<file path="src/rtl/memory_access.sv">
// MEM stage: drives the data-memory req/ack handshake, stalls the pipeline while an access is
// outstanding, aligns load data and owns the MEM/WB pipeline registers.
module memory_access (
    input  logic        clk,
    input  logic        reset_n,
    input  logic        PIP_mem_read_i,
    input  logic        PIP_mem_write_i,
    input  logic [2:0]  PIP_funct3_i,
    input  logic [31:0] PIP_alu_result_i,
    input  logic [31:0] PIP_rs2_data_i,
    input  logic        PIP_write_reg_i,
    input  logic [4:0]  PIP_rd_i,
    input  logic        PIP_TRAP_i,
    output logic        DMEM_req_o,
    output logic        DMEM_we_o,
    output logic [31:0] DMEM_addr_o,
    output logic [3:0]  DMEM_be_o,
    output logic [31:0] DMEM_wdata_o,
    input  logic        DMEM_ack_i,
    input  logic [31:0] DMEM_rdata_i,
    output logic        MEM_stall_o,
    output logic        PIP_use_mem_o,
    output logic        PIP_write_reg_o,
    output logic [31:0] PIP_DMEM_data_o,
    output logic [31:0] PIP_alu_result_o,
    output logic [4:0]  PIP_rd_o,
    output logic        PIP_TRAP_o
);

    typedef enum logic [0:0] {StIdle, StWait} state_e;

    state_e      state_q, state_d;
    logic        mem_op, misaligned, illegal, bad, access;
    logic [1:0]  size, lane;
    logic [7:0]  ld_byte;
    logic [15:0] ld_half;
    logic [31:0] ld_data;

    logic        use_mem_q, write_reg_q, trap_q;
    logic [31:0] dmem_data_q, alu_result_q;
    logic [4:0]  rd_q;

    assign size = PIP_funct3_i[1:0];
    assign lane = PIP_alu_result_i[1:0];
    assign mem_op = PIP_mem_read_i | PIP_mem_write_i;

    assign misaligned = ((size == 2'b01) && lane[0]) || ((size == 2'b10) && (lane != 2'b00));
    assign illegal = (PIP_mem_read_i && ((PIP_funct3_i == 3'b011) || (PIP_funct3_i == 3'b110) ||
                                         (PIP_funct3_i == 3'b111))) ||
                     (PIP_mem_write_i && (PIP_funct3_i[2] || (PIP_funct3_i == 3'b011)));
    // Only memory ops can be bad; ALU ops reuse funct3 for unrelated encodings.
    assign bad = mem_op & (misaligned | illegal);
    assign access = mem_op & ~PIP_TRAP_i & ~bad;

    always_comb begin
        state_d = state_q;
        DMEM_req_o = 1'b0;
        unique case (state_q)
            StIdle: begin
                DMEM_req_o = access;
                if (access && !DMEM_ack_i) state_d = StWait;
            end
            StWait: begin
                DMEM_req_o = 1'b1;
                if (DMEM_ack_i) state_d = StIdle;
            end
            default: state_d = StIdle;
        endcase
        // Request and stall must vanish the instant reset is asserted, not at the next edge.
        if (!reset_n) DMEM_req_o = 1'b0;
    end

    always_ff @(posedge clk or negedge reset_n) begin
        if (!reset_n) state_q <= StIdle;
        else          state_q <= state_d;
    end

    assign MEM_stall_o = DMEM_req_o & ~DMEM_ack_i;

    assign DMEM_we_o   = PIP_mem_write_i;
    assign DMEM_addr_o = {PIP_alu_result_i[31:2], 2'b00};

    always_comb begin
        DMEM_be_o    = 4'b1111;
        DMEM_wdata_o = PIP_rs2_data_i;
        unique case (size)
            2'b00: begin
                DMEM_be_o    = 4'b0001 << lane;
                DMEM_wdata_o = {4{PIP_rs2_data_i[7:0]}};
            end
            2'b01: begin
                DMEM_be_o    = 4'b0011 << {lane[1], 1'b0};
                DMEM_wdata_o = {2{PIP_rs2_data_i[15:0]}};
            end
            default: ;
        endcase
    end

    always_comb begin
        ld_byte = DMEM_rdata_i[7:0];
        unique case (lane)
            2'b00: ld_byte = DMEM_rdata_i[7:0];
            2'b01: ld_byte = DMEM_rdata_i[15:8];
            2'b10: ld_byte = DMEM_rdata_i[23:16];
            2'b11: ld_byte = DMEM_rdata_i[31:24];
            default: ;
        endcase
        ld_half = lane[1] ? DMEM_rdata_i[31:16] : DMEM_rdata_i[15:0];
        ld_data = DMEM_rdata_i;
        unique case (PIP_funct3_i)
            3'b000:  ld_data = {{24{ld_byte[7]}}, ld_byte};
            3'b001:  ld_data = {{16{ld_half[15]}}, ld_half};
            3'b100:  ld_data = {24'h0, ld_byte};
            3'b101:  ld_data = {16'h0, ld_half};
            default: ld_data = DMEM_rdata_i;
        endcase
    end

    always_ff @(posedge clk or negedge reset_n) begin
        if (!reset_n) begin
            use_mem_q    <= 1'b0;
            write_reg_q  <= 1'b0;
            trap_q       <= 1'b0;
            dmem_data_q  <= 32'h0;
            alu_result_q <= 32'h0;
            rd_q         <= 5'h0;
        end else if (MEM_stall_o) begin
            use_mem_q    <= 1'b0;
            write_reg_q  <= 1'b0;
            trap_q       <= 1'b0;
            dmem_data_q  <= 32'h0;
            alu_result_q <= 32'h0;
            rd_q         <= 5'h0;
        end else begin
            use_mem_q    <= PIP_mem_read_i & access;
            write_reg_q  <= PIP_write_reg_i & ~bad;
            trap_q       <= PIP_TRAP_i | bad;
            dmem_data_q  <= (PIP_mem_read_i && access && DMEM_ack_i) ? ld_data : 32'h0;
            alu_result_q <= PIP_alu_result_i;
            rd_q         <= PIP_rd_i;
        end
    end

    assign PIP_use_mem_o    = use_mem_q;
    assign PIP_write_reg_o  = write_reg_q;
    assign PIP_TRAP_o       = trap_q;
    assign PIP_DMEM_data_o  = dmem_data_q;
    assign PIP_alu_result_o = alu_result_q;
    assign PIP_rd_o         = rd_q;

endmodule

</file>
<file path="config.mk">
export PLATFORM = sky130hd
export DESIGN_NAME = memory_access
export DESIGN_NICKNAME = d
export VERILOG_FILES = /design/src/rtl/memory_access.sv
export SDC_FILE = /design/constraint.sdc
export NUM_CORES = 1
export LEC_CHECK = 0
export BUFFER_PORTS_ARGS = -buffer_cell sky130_fd_sc_hd__buf_2
export CELL_PAD_IN_SITES_DETAIL_PLACEMENT = 1
export CELL_PAD_IN_SITES_GLOBAL_PLACEMENT = 2
export CORE_AREA = 2 2 94 186
export DETAILED_ROUTE_END_ITERATION = 12
export DIE_AREA = 0 0 96 188
export PLACE_DENSITY = 0.79
export SYNTH_ARGS = -nofsm -noshare
export SYNTH_HDL_FRONTEND = slang
export SYNTH_SLANG_ARGS = --single-unit
</file>
<file path="constraint.sdc">
create_clock -name clk -period 2.9 [get_ports clk]
set_input_delay 0.725 -clock clk [delete_from_list [all_inputs] [get_ports clk]]
set_output_delay 0.725 -clock clk [all_outputs]
set_load 0.01 [all_outputs]
</file>
==> results of run 1 <==
power by group through the flow:
| stage | Clock (mW) | Combinational [mW] | Sequential, mW |
|---|---|---|---|
| floorplan | 0 | 0.310 | 1.13 |
| detailed placement | 0 | 0.583 | 1.10 |
| finish | 1.20 | 0.574 | 1.08 |
| global route | 1.27 | 0.627 | 1.08 |
| CTS | 1.23 | 0.585 | 1.08 |
| global placement | 0 | 0.565 | 1.10 |
per-layer routing:
metal	GRT usage	wire length (um)	part of all wire
met5	0	0	0
met4	0.0912	578	0.040
met3	0.0209	616	0.043
met2	0.302	8370	0.58
met1	0.155	4770	0.33
critical path: cells and delay by family:
family / cells / cell delay, ns
simple gates: 2 / 0.55
buf+inv: 2 / 0.34
compound gates: 2 / 0.36
Yosys cell counts, types with 2 or more instances:
cell and number:
a21oi_1 18, nor4_1 5, nand2_1 19, nor4_2 11
a2bb2oi_1 7, inv_1 7, mux2_2 23, nor3_1 17
nor3b_2 19, mux2i_1 16, nor2_1 4, nand2b_1 3
dfrtp_1 73, clkbuf_1 12, o21ai_0 10, o21bai_1 2
nor2b_1 2, a21o_1 4, a221oi_1 9, buf_6 8
buf_2 9, nor3b_1 18, buf_4 43
how the worst max path moves through the flow:
stage	startpoint	to	slack (ns)
after floorplan	PIP_funct3_i[1]	DMEM_req_o	0.26
after detailed placement	PIP_funct3_i[1]	MEM_stall_o	0.20
after global placement	PIP_funct3_i[1]	MEM_stall_o	0.21
after global routing	PIP_funct3_i[1]	MEM_stall_o	0.13
after CTS	PIP_funct3_i[1]	MEM_stall_o	0.20
final	PIP_funct3_i[1]	MEM_stall_o	0.21
cells by family (layout without fill, tap and decap cells):
logic type,count (synthesis),after routing,synth area share
other,1,4,0.000917
and+or+nand+nor,107,107,0.203
muxes,40,40,0.108
DFF,73,73,0.447
AOI/OAI and AO/OA,59,59,0.112
buffers and inverters,79,289,0.129
registers in the layout, indices dropped and copies added, names as in the netlist:
signal            flops
PIP_alu_result_o     32
PIP_use_mem_o         1
PIP_TRAP_o            1
PIP_rd_o              5
PIP_write_reg_o       1
PIP_DMEM_data_o      32
state_q               1
layout make-up:
type	instances	area, um^2	share of cell area
clock inverter	7	92.6	0.0166
multi-input combinational	208	1750	0.314
antenna	2	5.00	0.000899
sequential	73	1830	0.328
tap	207	259	0.0465
clock buffer	9	225	0.0405
timing repair buffer	266	1380	0.249
inverter	7	26.3	0.00472
cell usage in the layout (no fill, tap or decap), types with 15 or more instances in the layout:
cell type | netlist | routed
mux2i_1 | 16 | 16
a21oi_1 | 18 | 18
dfrtp_1 | 73 | 73
nor3_1 | 17 | 17
nor3b_1 | 18 | 18
buf_2 | 9 | 250
mux2_2 | 23 | 23
nand2_1 | 19 | 19
nor3b_2 | 19 | 19
buf_4 | 43 | 15
stage by stage:
step                      power [mW]  hold slack, ns  instances  setup slack (ns)  utilization
after floorplan                 1.44           0.429        360             0.264            -
after global placement          1.66           0.570        761             0.214        0.314
after detailed placement        1.68           0.596        761             0.195        0.314
after CTS                       2.90           0.470        777             0.195        0.333
after global routing            2.98           0.469        779             0.130        0.334
final                           2.86           0.456        779             0.206        0.334
==> flow_summary.toml, run 1 <==
[setup_path]
arrival_time_of_data_at_the_critical_path_endpoint_ns = 1.97
ff2ff_setup_slack_ns = 1.59
crit_path_start_kind = "primary input"
endpoint_kind = "output pin"
critical_path.max_stage_delay_ns = 0.33
path_common_cell = "buf_2"
critical-path-slowest-cell = "or2_2"
path_cells = "buf_2 -> nor2b_4 -> a221oi_4 -> o211a_1 -> or2_2 -> buf_2"
timing.critical_path.required_ns = 2.17
worst_path_max_fanout = 6
rr_startpoint = "state_q"
rr_endpoint = "PIP_rd_o[0]"
critical_path_class = "primary input to output pin"
rr_worst_depth = 4

[cts]
clk_root_buffer_cell = "clkbuf_16"
cts.repair.resized = 0
ctsLongestPathBuffers = 2
reg_clk_slew_reported_paths_ns = 0.06
cts_tree = "done"
clock_tree.htree_level_count = 3
cts_setup_buffers = 0
clkSinkCount = 73
cts_inserted_buffers = 9
post_cts_hold_buffer_count = 0
clk_latency_ns = 0.34

[drt]
drc = 0
totalWireLength_um = 14300
drtPass1Iterations = 4
wl_per_cell_um = 18.4
ant_nets = 0
vias = 3558
vias_per_cell = 4.57
drt_iter0_drc = 105

[min_path]
worstHoldPathType = "primary input to asynchronous set/reset pin"

[final_layout]
final_design_area_excluding_fillers_um2 = 5560
n_fill_cell = 1997
drive_above_1_share = 0.611
layout-area-overhead-vs-synth_pct = 36.0
final_nets = 676

[place]
place.detailed.hpwl_um = 11400
port_buffers = 251
placement.cell_area_um2 = 5240
globalplace.congestion = 0.825

[global_routing]
number_of_global_route_vias_before_repair = 3860
wire_length_of_the_first_global_routing_pass_um = 21300
grt_antenna_before_repair = 2
grtUsageTotal = 0.159
grt_max_degree = 59
grt_overflow_total = 0

[floorplan]
std_cell_rows = 67
pin_count = 254
core_region_area_um2 = 16700
die_h_um = 188
die_x_um = 96
initial_utilization = 0.245
fp.dieArea_um2 = 18000

[job]
max_cap_violations = 0

[synth]
synth.area.top_cells = "dfrtp_1 45%, buf_4 7.9%, mux2_2 6.3%"
netlist.area_leader.share = 0.447
synthesis.area_um2 = 4090
ys_warn_count = 0
syn_area_per_cell_um2 = 11.4
post_synth_num_cell_types = 43
synth_enable_flop_cells = 0
postSynth.asyncResetShare = 1.00
syn-instance-count = 359
synthesized_flop_and_latch_total = 73
synth-main-ff-cell = "dfrtp_1"
synth-seq-area-share = 0.447
synth_top_cell_by_area = "dfrtp_1"

[power_and_ir_drop]
power.density_nw_per_um2 = 513
switching_share = 0.275
p_switching_mw = 0.786
power_frac_comb = 0.201
clock_power_share = 0.421
power.ir.vdd_worst_mv = 0.238
power.static_leakage_nw = 2.85
intPower_mw = 2.07
seqPwrFrac = 0.378

[sta]
slew_headroom = 0.224
fmax_mhz = 371
setup-violations-final = 0
grt_setup_unrepaired = "false"
worst_slew_pin_slew_ns = 1.16
fin_crit_ns = 2.69
fin_skew_ns = 0.00585
tns_ns = 0
timing.final.hold_violations = 0
timing.final.max_slew_violations = 0
post-route-period-util = 0.929

[run_status]
status = "completed"
Note: power is estimated with default switching activity, not from simulation.
==> inputs of run 2 (changes only) <==
CAP_MARGIN = 0   (was unset)
CORE_AREA = 2 2 100 198   (was 2 2 94 186)
DIE_AREA = 0 0 102 200   (was 0 0 96 188)
PLACE_DENSITY = 0.74   (was 0.79)
clock period = 2.4 ns   (was 2.9 ns; I/O delays follow)
==> flow_summary.toml, run 2 (synthesized netlist as in run 1, its figures left out) <==
[power_and_ir_drop]
power_frac_comb = 0.218
power.density_nw_per_um2 = 585
p_switching_mw = 0.940
intPower_mw = 2.39
seqPwrFrac = 0.392
switching_share = 0.282
clock_power_share = 0.391
finalPower_mw = 3.33
power.ir.vdd_worst_mv = 0.310
power.static_leakage_nw = 2.89

[setup_path]
crit_path_start_kind = "primary input"
arrival_time_of_data_at_the_critical_path_endpoint_ns = 1.74
rr_startpoint = "state_q"
timing.critical_path.required_ns = 1.80
path_common_cell = "buf_2"
endpoint_kind = "output pin"
critical_path.max_stage_delay_ns = 0.29
path_cells = "buf_2 -> or2_1 -> and3_1 -> o211a_1 -> or2_2 -> buf_2"
critical-path-slowest-cell = "or2_2"
rr_worst_depth = 4
ff2ff_setup_slack_ns = 1.11
worst_path_max_fanout = 3
rr_endpoint = "PIP_rd_o[3]"
critical_path_class = "primary input to output pin"

[cts]
clock_tree.htree_level_count = 3
clk_root_buffer_cell = "clkbuf_16"
reg_clk_slew_reported_paths_ns = 0.06
clkSinkCount = 73
ctsLongestPathBuffers = 2
cts_inserted_buffers = 9
clk_latency_ns = 0.34
cts_tree = "done"

[min_path]
worstHoldPathType = "primary input to asynchronous set/reset pin"

[floorplan]
fp.dieArea_um2 = 20400
die_h_um = 200
initial_utilization = 0.217
core_region_area_um2 = 18800
pin_count = 254
die_x_um = 102
std_cell_rows = 71

[global_routing]
grt_antenna_before_repair = 1
number_of_global_route_vias_before_repair = 3950
grt_max_degree = 46
grtUsageTotal = 0.144
wire_length_of_the_first_global_routing_pass_um = 21900
grt_overflow_total = 0

[drt]
vias_per_cell = 4.32
wl_per_cell_um = 18.2
drtPass1Iterations = 5
drc = 0
drt_iter0_drc = 149
totalWireLength_um = 15100
ant_nets = 0
vias = 3607

[sta]
slew_headroom = 0.261
setup-violations-final = 0
post-route-period-util = 0.975
worst_slew_pin_slew_ns = 1.10
tns_ns = 0
hold_ws_ns = 0.197
fmax_mhz = 427
fin_skew_ns = 0.00269
timing.final.max_slew_violations = 0
timing.final.hold_violations = 0
fin_crit_ns = 2.34
grt_setup_unrepaired = "false"

[run_status]
status = "completed"

[final_layout]
layout-area-overhead-vs-synth_pct = 39.3
final_nets = 684
commonest_cells_after_routing_fill_and_taps_aside = "249 x buf_2, 73 x dfrtp_1, 23 x mux2_2"
most_common_library_cell_in_the_layout_ignoring_fill_and_taps = "buf_2"
drive_above_1_share = 0.616
utilization = 0.302

[place]
globalplace.congestion = 0.819
place.detailed.hpwl_um = 12100
port_buffers = 251

[job]
max_cap_violations = 0
==> run 2: changes by cell type in the layout (fill, tap and decap cells not counted), sizes merged <==
| cell | before | now |
|---|---|---|
| buf | 266 | 274 |
| clkbuf | 9 | 12 |
| bufinv | 2 | 0 |
| clkinv | 4 | 3 |
| clkinvlp | 0 | 1 |
| diode | 2 | 1 |
| inv | 8 | 7 |
==> run 2: worst max-delay path, delay by kind of cell <==
kind	cells	cell delay [ns]
compound gates	1	0.14
buf+inv	2	0.27
simple gates	3	0.73
==> run 2: worst max path at each step <==
stage / from / to / slack [ns] / cells after the start
after global routing: PIP_funct3_i[0] / MEM_stall_o / 0.005 / 6
final: PIP_mem_read_i / MEM_stall_o / 0.06 / 6
after detailed placement: PIP_funct3_i[1] / MEM_stall_o / -0.04 / 6
after CTS: PIP_funct3_i[1] / DMEM_req_o / 0.02 / 8
after global placement: PIP_funct3_i[1] / MEM_stall_o / -0.006 / 6
after floorplan: PIP_funct3_i[1] / DMEM_req_o / 0.01 / 6
==> run 2: layout make-up <==
class | instances | area (um^2)
fill | 2273 | 13100
sequential | 73 | 1830
multi-input combinational | 208 | 1750
timing repair buffer | 274 | 1480
tap | 255 | 319
clock buffer | 12 | 267
clock inverter | 4 | 26.3
inverter | 7 | 26.3
antenna | 1 | 2.50
==> run 2: timing repair <==
| action | 4_1_cts | 5_1_grt |
|---|---|---|
| resized for setup | 1 | 1 |
| pin swaps | 0 | 1 |
| endpoints found under the setup margin | 1 | 2 |
| setup buffers | 1 | 0 |
| hold buffers | 0 | 0 |
==> run 2: metal layers <==
layer  wire length (um)  share of wire  global-route usage  up-vias
li1                   -              -                   -     1667
met1               4940           0.33               0.140     1774
met2               8900           0.59               0.278      139
met3                689          0.046              0.0219       27
met5                  0              0                   0        -
met4                608          0.040              0.0825        0
==> run 2: power groups by stage <==
stage / registers [mW] / clock network [mW] / logic, mW
5_1_grt: 1.31 / 1.38 / 0.789
4_1_cts: 1.31 / 1.34 / 0.739
6_report: 1.30 / 1.30 / 0.724
3_3_place_gp: 1.33 / 0 / 0.712
3_5_place_dp: 1.33 / 0 / 0.734
2_1_floorplan: 1.36 / 0 / 0.375
==> run 2: per-stage QoR <==
| stage | std cells | setup WS, ns | cell area, um^2 |
|---|---|---|---|
| 2_1_floorplan | 360 | 0.0144 | 4090 |
| 3_3_place_gp | 816 | -0.00646 | 5390 |
| 3_5_place_dp | 816 | -0.0434 | 5390 |
| 4_1_cts | 833 | 0.0163 | 5690 |
| 5_1_grt | 834 | 0.00492 | 5700 |
| 6_report | 834 | 0.0593 | 5700 |
==> inputs of run 3 (changes only) <==
ABC_AREA = 1   (was unset)
CORE_AREA = 2 2 103 205   (was 2 2 100 198)
DIE_AREA = 0 0 105 207   (was 0 0 102 200)
GPL_TIMING_DRIVEN = 0   (was unset)
==> flow_summary.toml, run 3 <==
[run_status]
status = "completed"

[drt]
ant_nets = 0
totalWireLength_um = 14700
vias_per_cell = 3.92
wl_per_cell_um = 14.5
drtPass1Iterations = 4
drt_iter0_drc = 126
drc = 0
vias = 3961

[synth]
syn-instance-count = 474
synth-seq-area-share = 0.481
synthesis.area_um2 = 3800
synth_enable_flop_cells = 0
synth-main-ff-cell = "dfrtp_1"
synthTopCellsByCount = "133 x nand2_1, 79 x inv_1, 73 x dfrtp_1, 41 x buf_4, 34 x o21ai_0"
postSynth.asyncResetShare = 1.00
syn_area_per_cell_um2 = 8.01
synthesized_flop_and_latch_total = 73
netlist.area_leader.share = 0.481
post_synth_num_cell_types = 25
ys_warn_count = 0
most_common_cell_in_the_netlist = "nand2_1"
synth.area.top_cells = "dfrtp_1 48%, nand2_1 13%, buf_4 8.1%"
synth_top_cell_by_area = "dfrtp_1"

[global_routing]
wire_length_of_the_first_global_routing_pass_um = 23100
grt_overflow_total = 0
grt_max_degree = 40
grt_antenna_before_repair = 4
number_of_global_route_vias_before_repair = 4193
grtUsageTotal = 0.136

[place]
port_buffers = 250
placement.setup.worst_slack_ns = -0.116
placement.cell_area_um2 = 5410
globalplace.congestion = 0.803
place.detailed.hpwl_um = 12400

[sta]
timing.final.max_slew_violations = 0
slew_headroom = 0.597
fin_skew_ns = 0.00267
timing.final.hold_violations = 0
fmax_mhz = 432
grt_setup_unrepaired = "true"
timing.final.ws_setup_ns = 0.0867
fin_crit_ns = 2.31
setup-violations-final = 0
worst_slew_pin_slew_ns = 0.604
post-route-period-util = 0.964

[power_and_ir_drop]
switching_share = 0.256
p_switching_mw = 0.926
intPower_mw = 2.70
power.density_nw_per_um2 = 624
power.ir.vdd_worst_mv = 0.291
seqPwrFrac = 0.358
clock_power_share = 0.452
power.static_leakage_nw = 3.52
power_frac_comb = 0.189

[final_layout]
multi_input_comb_area_um2 = 1210
final_design_area_excluding_fillers_um2 = 5810
n_fill_cell = 2527
drive_above_1_share = 0.469
layout-area-overhead-vs-synth_pct = 52.9
most_common_library_cell_in_the_layout_ignoring_fill_and_taps = "buf_2"
commonest_cells_after_routing_fill_and_taps_aside = "252 x buf_2, 133 x nand2_1, 79 x inv_1"
final_nets = 850
seqCellArea_um2 = 1830

[floorplan]
die_h_um = 207
initial_utilization = 0.188
die_x_um = 105
std_cell_rows = 74
fp.dieArea_um2 = 21700
pin_count = 254
core_region_area_um2 = 20200

[cts]
clk_root_buffer_cell = "clkbuf_16"
cts_inserted_buffers = 9
cts_tree = "done"
clock_tree.htree_level_count = 3
reg_clk_slew_reported_paths_ns = 0.06
clk_latency_ns = 0.33
ctsLongestPathBuffers = 2
clkSinkCount = 73

[setup_path]
timing.critical_path.required_ns = 1.80
crit_path_start_kind = "primary input"
worst_path_max_fanout = 7
critical_path_class = "primary input to output pin"
arrival_time_of_data_at_the_critical_path_endpoint_ns = 1.71
endpoint_kind = "output pin"

[min_path]
worstHoldPathType = "primary input to asynchronous set/reset pin"

[job]
max_cap_violations = 0
-- run 3: changes by cell type after synthesis, moves of 9 or more --
cell      delta
nor4_2      -11
mux2_2      -23
nor2_1      +26
a221oi_1     -9
nor3b_1     -18
o21ai_0     +24
nor3b_2     -19
nor3_1      -17
mux2i_1     -16
inv_1       +72
nand3_1     +13
nand2_1    +114
-- run 3: final cells by class --
class	instances	share of cell area
sequential	73	0.315
clock inverter	7	0.0246
tap	266	0.0573
inverter	84	0.0547
clock buffer	9	0.0388
antenna	1	0.000431
multi-input combinational	258	0.208
timing repair buffer	254	0.224
buffer	59	0.0776
-- run 3: worst max-delay path, cell delays in order --
cell and delay [ns]:
clkbuf_4 0.17, nand2_2 0.08, nand2_1 0.06, nand2_1 0.12
nand4_4 0.13, nand2_2 0.11, nand3_4 0.11, buf_8 0.17
inv_1 0.04, buf_2 0.11
-- run 3: power groups by stage --
stage          sequential [mW]  clock [mW]  combinational [mW]
3_5_place_dp              1.32           0               0.697
5_1_grt                   1.31        1.74               0.770
2_1_floorplan             1.35           0               0.315
3_3_place_gp              1.32           0               0.683
4_1_cts                   1.30        1.69               0.705
6_report                  1.30        1.64               0.686
-- run 3: per-stage QoR --
stage                     TNS, ns   util  power [mW]  hold slack (ns)  std cells
after floorplan                 0      -        1.67            0.304        475
after global placement     -11.52  0.267        2.00            0.606        991
after detailed placement   -0.315  0.268        2.02            0.608        992
after CTS                       0  0.287        3.69            0.245       1010
after global routing      -0.0331  0.288        3.82            0.269       1010
final                           0  0.288        3.62            0.233       1011
-- run 3: timing repair --
action                                  4_1_cts  5_1_grt
hold buffers                                  0        0
endpoints found under the setup margin        9       10
gates resized for setup                       3        3
pin swaps                                     1        0
setup buffers                                 3        0
-- run 3: metal layers --
layer / share of wire / wire [um] / vias up / GRT usage
li1: - / - / 1914 / -
met4: 0.018 / 266 / 8 / 0.0469
met5: 0.0035 / 52 / - / 0
met2: 0.49 / 7220 / 227 / 0.241
met3: 0.099 / 1450 / 21 / 0.0466
met1: 0.39 / 5670 / 1791 / 0.150
-- run 3: cells by family after synthesis --
family | synth area share
other | 0.000988
DFF | 0.481
buffers and inverters | 0.201
and+or+nand+nor | 0.225
AOI/OAI and AO/OA | 0.0916
-- run 3: path summary, 6_finish.rpt --
kind / slack [ns] / endpoint / cells past startpoint / from
min in group clk: 0.46 / PIP_rd_o[1] / 3 / PIP_rd_i[1]
max in group asynchronous: 1.59 / PIP_alu_result_o[10] / 2 / reset_n
worst max-delay path: 0.09 / MEM_stall_o / 10 / PIP_funct3_i[0]
worst max register to register: 1.19 / PIP_alu_result_o[23] / 7 / state_q
worst min-delay path: 0.23 / PIP_DMEM_data_o[4] / 1 / reset_n
worst min register to register: 0.63 / state_q / 4 / state_q
